==> src/rtl/matmul_index_sequencer.sv <==
// Loop-control FSM for the i/j/k index registers of the matrix-multiply datapath.
// Issues load/increment strobes plus one MAC strobe per (i,j,k) and one store strobe per (i,j).
module matmul_index_sequencer #(
  parameter int word_size = 16,
  parameter int dim       = 3
) (
  input  logic                 clk,
  input  logic                 rst,
  input  logic                 start,
  input  logic                 step_ready,
  input  logic [word_size-1:0] i_q,
  input  logic [word_size-1:0] j_q,
  input  logic [word_size-1:0] k_q,
  output logic                 i_we,
  output logic                 j_we,
  output logic                 k_we,
  output logic                 i_inc,
  output logic                 j_inc,
  output logic                 k_inc,
  output logic [word_size-1:0] i_data,
  output logic [word_size-1:0] j_data,
  output logic [word_size-1:0] k_data,
  output logic                 mac_en,
  output logic                 store_en,
  output logic                 busy,
  output logic                 done
);

  typedef enum logic [2:0] {
    S_IDLE,
    S_INIT,
    S_MAC,
    S_STORE,
    S_DONE
  } state_t;

  localparam logic [word_size-1:0] LAST = word_size'(dim - 1);

  state_t r_state;
  state_t w_next;
  logic   w_i_last;
  logic   w_j_last;
  logic   w_k_last;

  // Loop exits compare the fed-back register values, valid one cycle after a strobe.
  assign w_i_last = (i_q == LAST);
  assign w_j_last = (j_q == LAST);
  assign w_k_last = (k_q == LAST);

  // Registers are only ever loaded with zero.
  assign i_data = '0;
  assign j_data = '0;
  assign k_data = '0;

  always_ff @(posedge clk) begin
    if (rst) r_state <= S_IDLE;
    else     r_state <= w_next;
  end

  always_comb begin
    w_next   = r_state;
    i_we     = 1'b0;
    j_we     = 1'b0;
    k_we     = 1'b0;
    i_inc    = 1'b0;
    j_inc    = 1'b0;
    k_inc    = 1'b0;
    mac_en   = 1'b0;
    store_en = 1'b0;
    busy     = 1'b0;
    done     = 1'b0;
    case (r_state)
      S_IDLE: begin
        if (start) w_next = S_INIT;
      end
      S_INIT: begin
        busy   = 1'b1;
        i_we   = 1'b1;
        j_we   = 1'b1;
        k_we   = 1'b1;
        w_next = S_MAC;
      end
      S_MAC: begin
        busy = 1'b1;
        if (step_ready) begin
          mac_en = 1'b1;
          if (!w_k_last) k_inc  = 1'b1;
          else           w_next = S_STORE;
        end
      end
      S_STORE: begin
        busy = 1'b1;
        if (step_ready) begin
          store_en = 1'b1;
          k_we     = 1'b1;
          if (!w_j_last) begin
            j_inc  = 1'b1;
            w_next = S_MAC;
          end else begin
            // Row finished: rewind j and either advance i or finish.
            j_we = 1'b1;
            if (!w_i_last) begin
              i_inc  = 1'b1;
              w_next = S_MAC;
            end else begin
              w_next = S_DONE;
            end
          end
        end
      end
      S_DONE: begin
        done   = 1'b1;
        w_next = S_IDLE;
      end
      default: w_next = S_IDLE;
    endcase
  end

endmodule
==> config.mk <==
export PLATFORM = sky130hd
export DESIGN_NAME = matmul_index_sequencer
export DESIGN_NICKNAME = d
export VERILOG_FILES = /design/src/rtl/matmul_index_sequencer.sv
export SDC_FILE = /design/constraint.sdc
export NUM_CORES = 1
export LEC_CHECK = 0
export CAP_MARGIN = 20
export CORE_MARGIN = 5
export CORE_UTILIZATION = 50
export CTS_BUF_LIST = sky130_fd_sc_hd__clkbuf_16
export CTS_CLUSTER_DIAMETER = 30
export DETAILED_ROUTE_END_ITERATION = 8
export DONT_BUFFER_PORTS = 1
export GPL_TIMING_DRIVEN = 0
export PLACE_DENSITY = 0.68
export SKIP_CTS_REPAIR_TIMING = 1
export SYNTH_ARGS = -nofsm -noshare
export SYNTH_HDL_FRONTEND = slang
export SYNTH_SLANG_ARGS = --single-unit
==> constraint.sdc <==
create_clock -name clk -period 1 [get_ports clk]
set_input_delay 0.1 -clock clk [delete_from_list [all_inputs] [get_ports clk]]
set_output_delay 0.1 -clock clk [all_outputs]
set_load 0.01 [all_outputs]
==> out/summary.txt, run 1 <==
Total GRT Usage = 16.6%
Leakage Power = 0.629 nW
Core Rows = 13
P per Cell Area = 1060 nW/um^2
Setup WS post-layout = -269 ps
Hold Path Origin = rst
DR vias = 730
Most frequent cells in the layout = 51 x buf_4, 48 x conb_1, 7 x nor4_1
Sink Count = 3
Final period util = 127%
Initial DRT Pass Iterations = 4
Die height = 48.1 um
Yosys warning count = 0
CTS tree = built
# IOs = 110
Footprint of the multi-input gates = 556 sq um
Final Critical Period = 1270 ps
Antenna fix cells = 0
Netlist Area Pre-Place = 724 sq um
Die area = 2310 sq um
First-pass GRT wire length = 2.69 mm
Core region area = 1330 sq um
Largest area contributor in the netlist = buf_4
Initial Utilization = 54.3%
Most flops, register = r_state
Yosys cell types = 24
CTS buffer count = 3
DRC = 0
Hold Violations, Final = 0
RSZ-0062 raised after global routing = yes
Average size of a mapped cell = 7.63 sq um
DR WL/cell = 15.7 um
Placed wire-length estimate = 1.99 mm
Worst setup EP type = output pin
Clock Latency Late Sink = 230 ps
Pre-CTS setup slack = -149 ps
Fillers = 83
Antenna violations before repair = 0
Cells after DPL = 157
Non-Filler Instances = 166
Biggest regs = r_state x3
DRT iter0 DRCs = 12
Startpoint Class = flop
Clock Path Buffers = 2
Post-synthesis sequential area ratio = 8.29%
Share of layout cells above drive strength 1 = 51.0%
CP required = 900 ps
Clock root buffer = clkbuf_16
CTS clk-pin slew, worst paths = 30 ps
Slew Limit Fails = 0
I/O Buffers = 0
Post-Route Skew = 1.49 ps
Hold_ws = 77.6 ps
Die Width = 48.1 um
Largest fanout on the critical path = 6
Core Util, Final = 84.6%
Max_cap viols = 0
H-Tree Level Count = 1
Top-area cell type share of the netlist area = 49.7%
Fmax = 788 MHz
Commonest non-fill, non-tap cell in the layout = buf_4
Top post-synthesis cells by area = buf_4 50%, dfxtp_1 8.3%, nor4_1 6.0%, nor4b_2 4.1%, nor4_2 3.5%
Nets = 204
Critical Path AT = 1170 ps
Synth-to-Final Area Change = 55.8%
Post-Route WL = 2.61 mm
Antenna-violating nets left = 0
Largest net degree at the start of global routing = 9
Max FFs per register = 3
Worst vdd ir = 0.734 mV
Hold Crit Class = in -> reg
Flops & latches, synth = 3
Final setup fails = 13
Setup crit start = r_state[2]
Grt ovf = 0
Gpl congestion = 0.636
Vias in the first global route = 653
Violated checks = setup timing
Worst r2r src = r_state[1]
Seq. cell area = 71.3 sq um
Post-Synthesis Cells = 95
Via density = 4.40
Outcome = complete, but fails checks
Kind of critical path = reg -> out
[report_power, final]
| part | internal (W) | leakage [nW] | switching (W) | total, W |
|---|---|---|---|---|
| Combinational | 0.000198 | 0.560 | 0.000203 | 0.000401 |
| Sequential | 0.000129 | 0.0267 | 0.0000252 | 0.000154 |
| Clock | 0.000517 | 0.0423 | 0.000124 | 0.000641 |
| Total | 0.000844 | 0.629 | 0.000352 | 0.00120 |
[through the flow]
step	power [W]	TNS [ps]	instance area [sq um]
floorplan	0.000464	-13.4	932
CTS	0.00113	-2410	1030
finish	0.00120	-1640	1130
global placement	0.000481	-585	951
global route	0.00125	-2030	1130
detailed placement	0.000485	-733	951
[layer usage]
layer / GRT usage, % / vias to the layer above / share of wire, %
met4: 6.45 / 0 / 0.65
li1: - / 350 / -
met2: 32.5 / 68 / 55
met1: 15.3 / 310 / 28
met5: 0 / - / 0
met3: 6.02 / 2 / 16
[kinds of logic after synthesis]
logic type,after synthesis,share of synthesized area (%)
compound gates,6,7.26
flops,3,8.29
buf+inv,48,49.7
other cells,1,0.518
simple gates,37,34.2
[cell type report]
class                           count  share of cell area, %
Multi-Input combinational cell     91                   49.2
Buffer                             48                   31.9
Clock buffer                        3                   6.65
Sequential cell                     3                   6.32
Timing Repair Buffer                5                   3.88
Tap cell                           15                   1.66
Clock inverter                      1                  0.333
[final timing paths]
check / endpoint / slack (ps) / cells after the start
worst max-delay path: i_inc / -270 / 3
worst min-delay path: r_state[0] / 80 / 2
worst max register to register: r_state[0] / -110 / 4
worst min register to register: r_state[0] / 500 / 1
[synth_stat cells]
master    number
buf_4         48
nor4_1         7
nor2_1         6
dfxtp_1        3
nand2_1        3
nor3_1         3
and2b_2        2
and3_1         2
and4_1         2
nand2b_1       2
nand4_1        2
nor4_2         2
nor4b_2        2
a21o_1         1
a21oi_1        1
a31oi_1        1
and2_1         1
conb_1         1
nor2b_1        1
nor4b_1        1
o22a_2         1
o31ai_1        1
o41ai_2        1
or3_1          1
[worst max-delay path, cell delays in order (launching register included)]
cell and delay, ps:
dfxtp_4 360, nand2b_4 190, nor2_4 170, and3_4 220
No activity file was read; power rests on OpenSTA's default activity.
==> run 2: changes to the inputs <==
--- a/config.mk
+++ b/config.mk
@@ -5,6 +5,7 @@
 export SDC_FILE = /design/constraint.sdc
 export NUM_CORES = 1
 export LEC_CHECK = 0
+export ABC_CLOCK_PERIOD_IN_PS = 1200
 export CAP_MARGIN = 20
 export CORE_MARGIN = 5
 export CORE_UTILIZATION = 50
@@ -13,8 +14,8 @@
 export DETAILED_ROUTE_END_ITERATION = 8
 export DONT_BUFFER_PORTS = 1
 export GPL_TIMING_DRIVEN = 0
-export PLACE_DENSITY = 0.68
 export SKIP_CTS_REPAIR_TIMING = 1
+export SLEW_MARGIN = 20
 export SYNTH_ARGS = -nofsm -noshare
 export SYNTH_HDL_FRONTEND = slang
 export SYNTH_SLANG_ARGS = --single-unit
==> constraint.sdc (replaced) <==
create_clock -name clk -period 1.2 [get_ports clk]
set_input_delay 0.12 -clock clk [delete_from_list [all_inputs] [get_ports clk]]
set_output_delay 0.12 -clock clk [all_outputs]
set_load 0.01 [all_outputs]
==> out/summary.txt, run 2 (same netlist as run 1, synthesis figures left out) <==
Hold Violations, Final = 0
Cells after DPL = 157
CP required = 1080 ps
First-pass GRT wire length = 2.81 mm
Core region area = 1330 sq um
Share of layout cells above drive strength 1 = 48.3%
Gpl congestion = 0.642
Largest fanout on the critical path = 5
Clock root buffer = clkbuf_16
Core Rows = 13
Outcome = complete, but fails checks
RSZ-0062 raised after global routing = yes
DR vias = 764
Commonest non-fill, non-tap cell in the layout = buf_4
Worst Setup EP = k_we
Via density = 4.60
Fmax = 780 MHz
Worst setup EP type = output pin
Core Util, Final = 82.6%
Violated checks = setup timing
Sink Count = 3
I/O Buffers = 0
R2R cell count = 5
Most flops, register = r_state
Most frequent cells in the layout = 52 x buf_4, 48 x conb_1, 7 x nor4_1
Clock Path Buffers = 2
H-Tree Level Count = 1
R2R Path End = r_state[1]
Grt ovf = 0
Setup crit start = r_state[1]
FF-to-FF setup slack = 60 ps
DRC = 0
Kind of critical path = reg -> out
Total GRT Usage = 17.3%
P per Cell Area = 894 nW/um^2
Startpoint Class = flop
Clock Latency Late Sink = 230 ps
CTS tree = built
Slew Limit Fails = 0
Worst r2r src = r_state[1]
Leakage Power = 0.611 nW
Post-Route WL = 2.37 mm
DRT iter0 DRCs = 23
Worst vdd ir = 0.705 mV
Vias in the first global route = 662
Antenna violations before repair = 0
CTS buffer count = 3
Antenna fix cells = 0
# IOs = 110
Nets = 204
Biggest regs = r_state x3
Die Width = 48.1 um
Antenna-violating nets left = 0
Die area = 2310 sq um
Largest net degree at the start of global routing = 9
Setup WS post-layout = -82.3 ps
Initial DRT Pass Iterations = 4
Post-Route Skew = 3.21 ps
Max FFs per register = 3
Non-Filler Instances = 166
Synth-to-Final Area Change = 52.0%
Die height = 48.1 um
Final period util = 107%
Final setup fails = 4
DR WL/cell = 14.2 um
Total negative slack = -201 ps
Max_cap viols = 0
Hold Crit Class = in -> reg
Initial Utilization = 54.3%
Final Critical Period = 1280 ps
Critical Path AT = 1160 ps
Placed wire-length estimate = 1.91 mm
CTS clk-pin slew, worst paths = 30 ps
==> run 2: worst min-delay path by stage <==
stage	from	endpoint	slack [ps]	depth (start not counted)
2_1_floorplan	rst	r_state[1]	190	1
3_3_place_gp	rst	r_state[1]	190	1
3_5_place_dp	rst	r_state[1]	190	1
4_1_cts	rst	r_state[1]	-40	1
5_1_grt	rst	r_state[0]	110	2
6_report	rst	r_state[0]	110	2
==> run 2: power breakdown <==
part / switching, W / internal (W) / leakage (nW)
Clock: 0.000104 / 0.000431 / 0.0423
Sequential: 0.0000173 / 0.000107 / 0.0267
Combinational: 0.000165 / 0.000160 / 0.543
Total: 0.000286 / 0.000698 / 0.611
==> run 2: metrics by stage <==
stage	cell area (sq um)	setup slack, ps	hold slack (ps)	total power, W
detailed placement	920	-155	192	0.000390
global placement	920	-133	192	0.000388
CTS	998	-388	-39.3	0.000929
global route	1100	-98.5	106	0.00102
finish	1100	-82.3	112	0.000984
floorplan	901	40.3	189	0.000374
==> run 2: layer usage <==
layer / vias to the layer above / share of wire [%] / wire, um / GRT usage, %
met4: 0 / 2.7 / 63 / 4.84
met5: - / 0 / 0 / 0
li1: 352 / - / - / -
met3: 8 / 15 / 361 / 8.65
met1: 331 / 28 / 662 / 16.2
met2: 73 / 54 / 1280 / 32.7
==> run 2: final cells by class <==
cell class,instances,area [sq um]
buffer,48,360
clock inverter,1,3.75
clock buffer,3,75.1
sequential,3,71.3
fill,89,233
timing repair buffer,5,40.0
tap,15,18.8
multi-input combinational,91,532
==> run 2: critical path, stage by stage, from the launching register on <==
cell      delay (ps)
dfxtp_4          360
buf_4            150
nand2b_1         110
nor2b_1          320
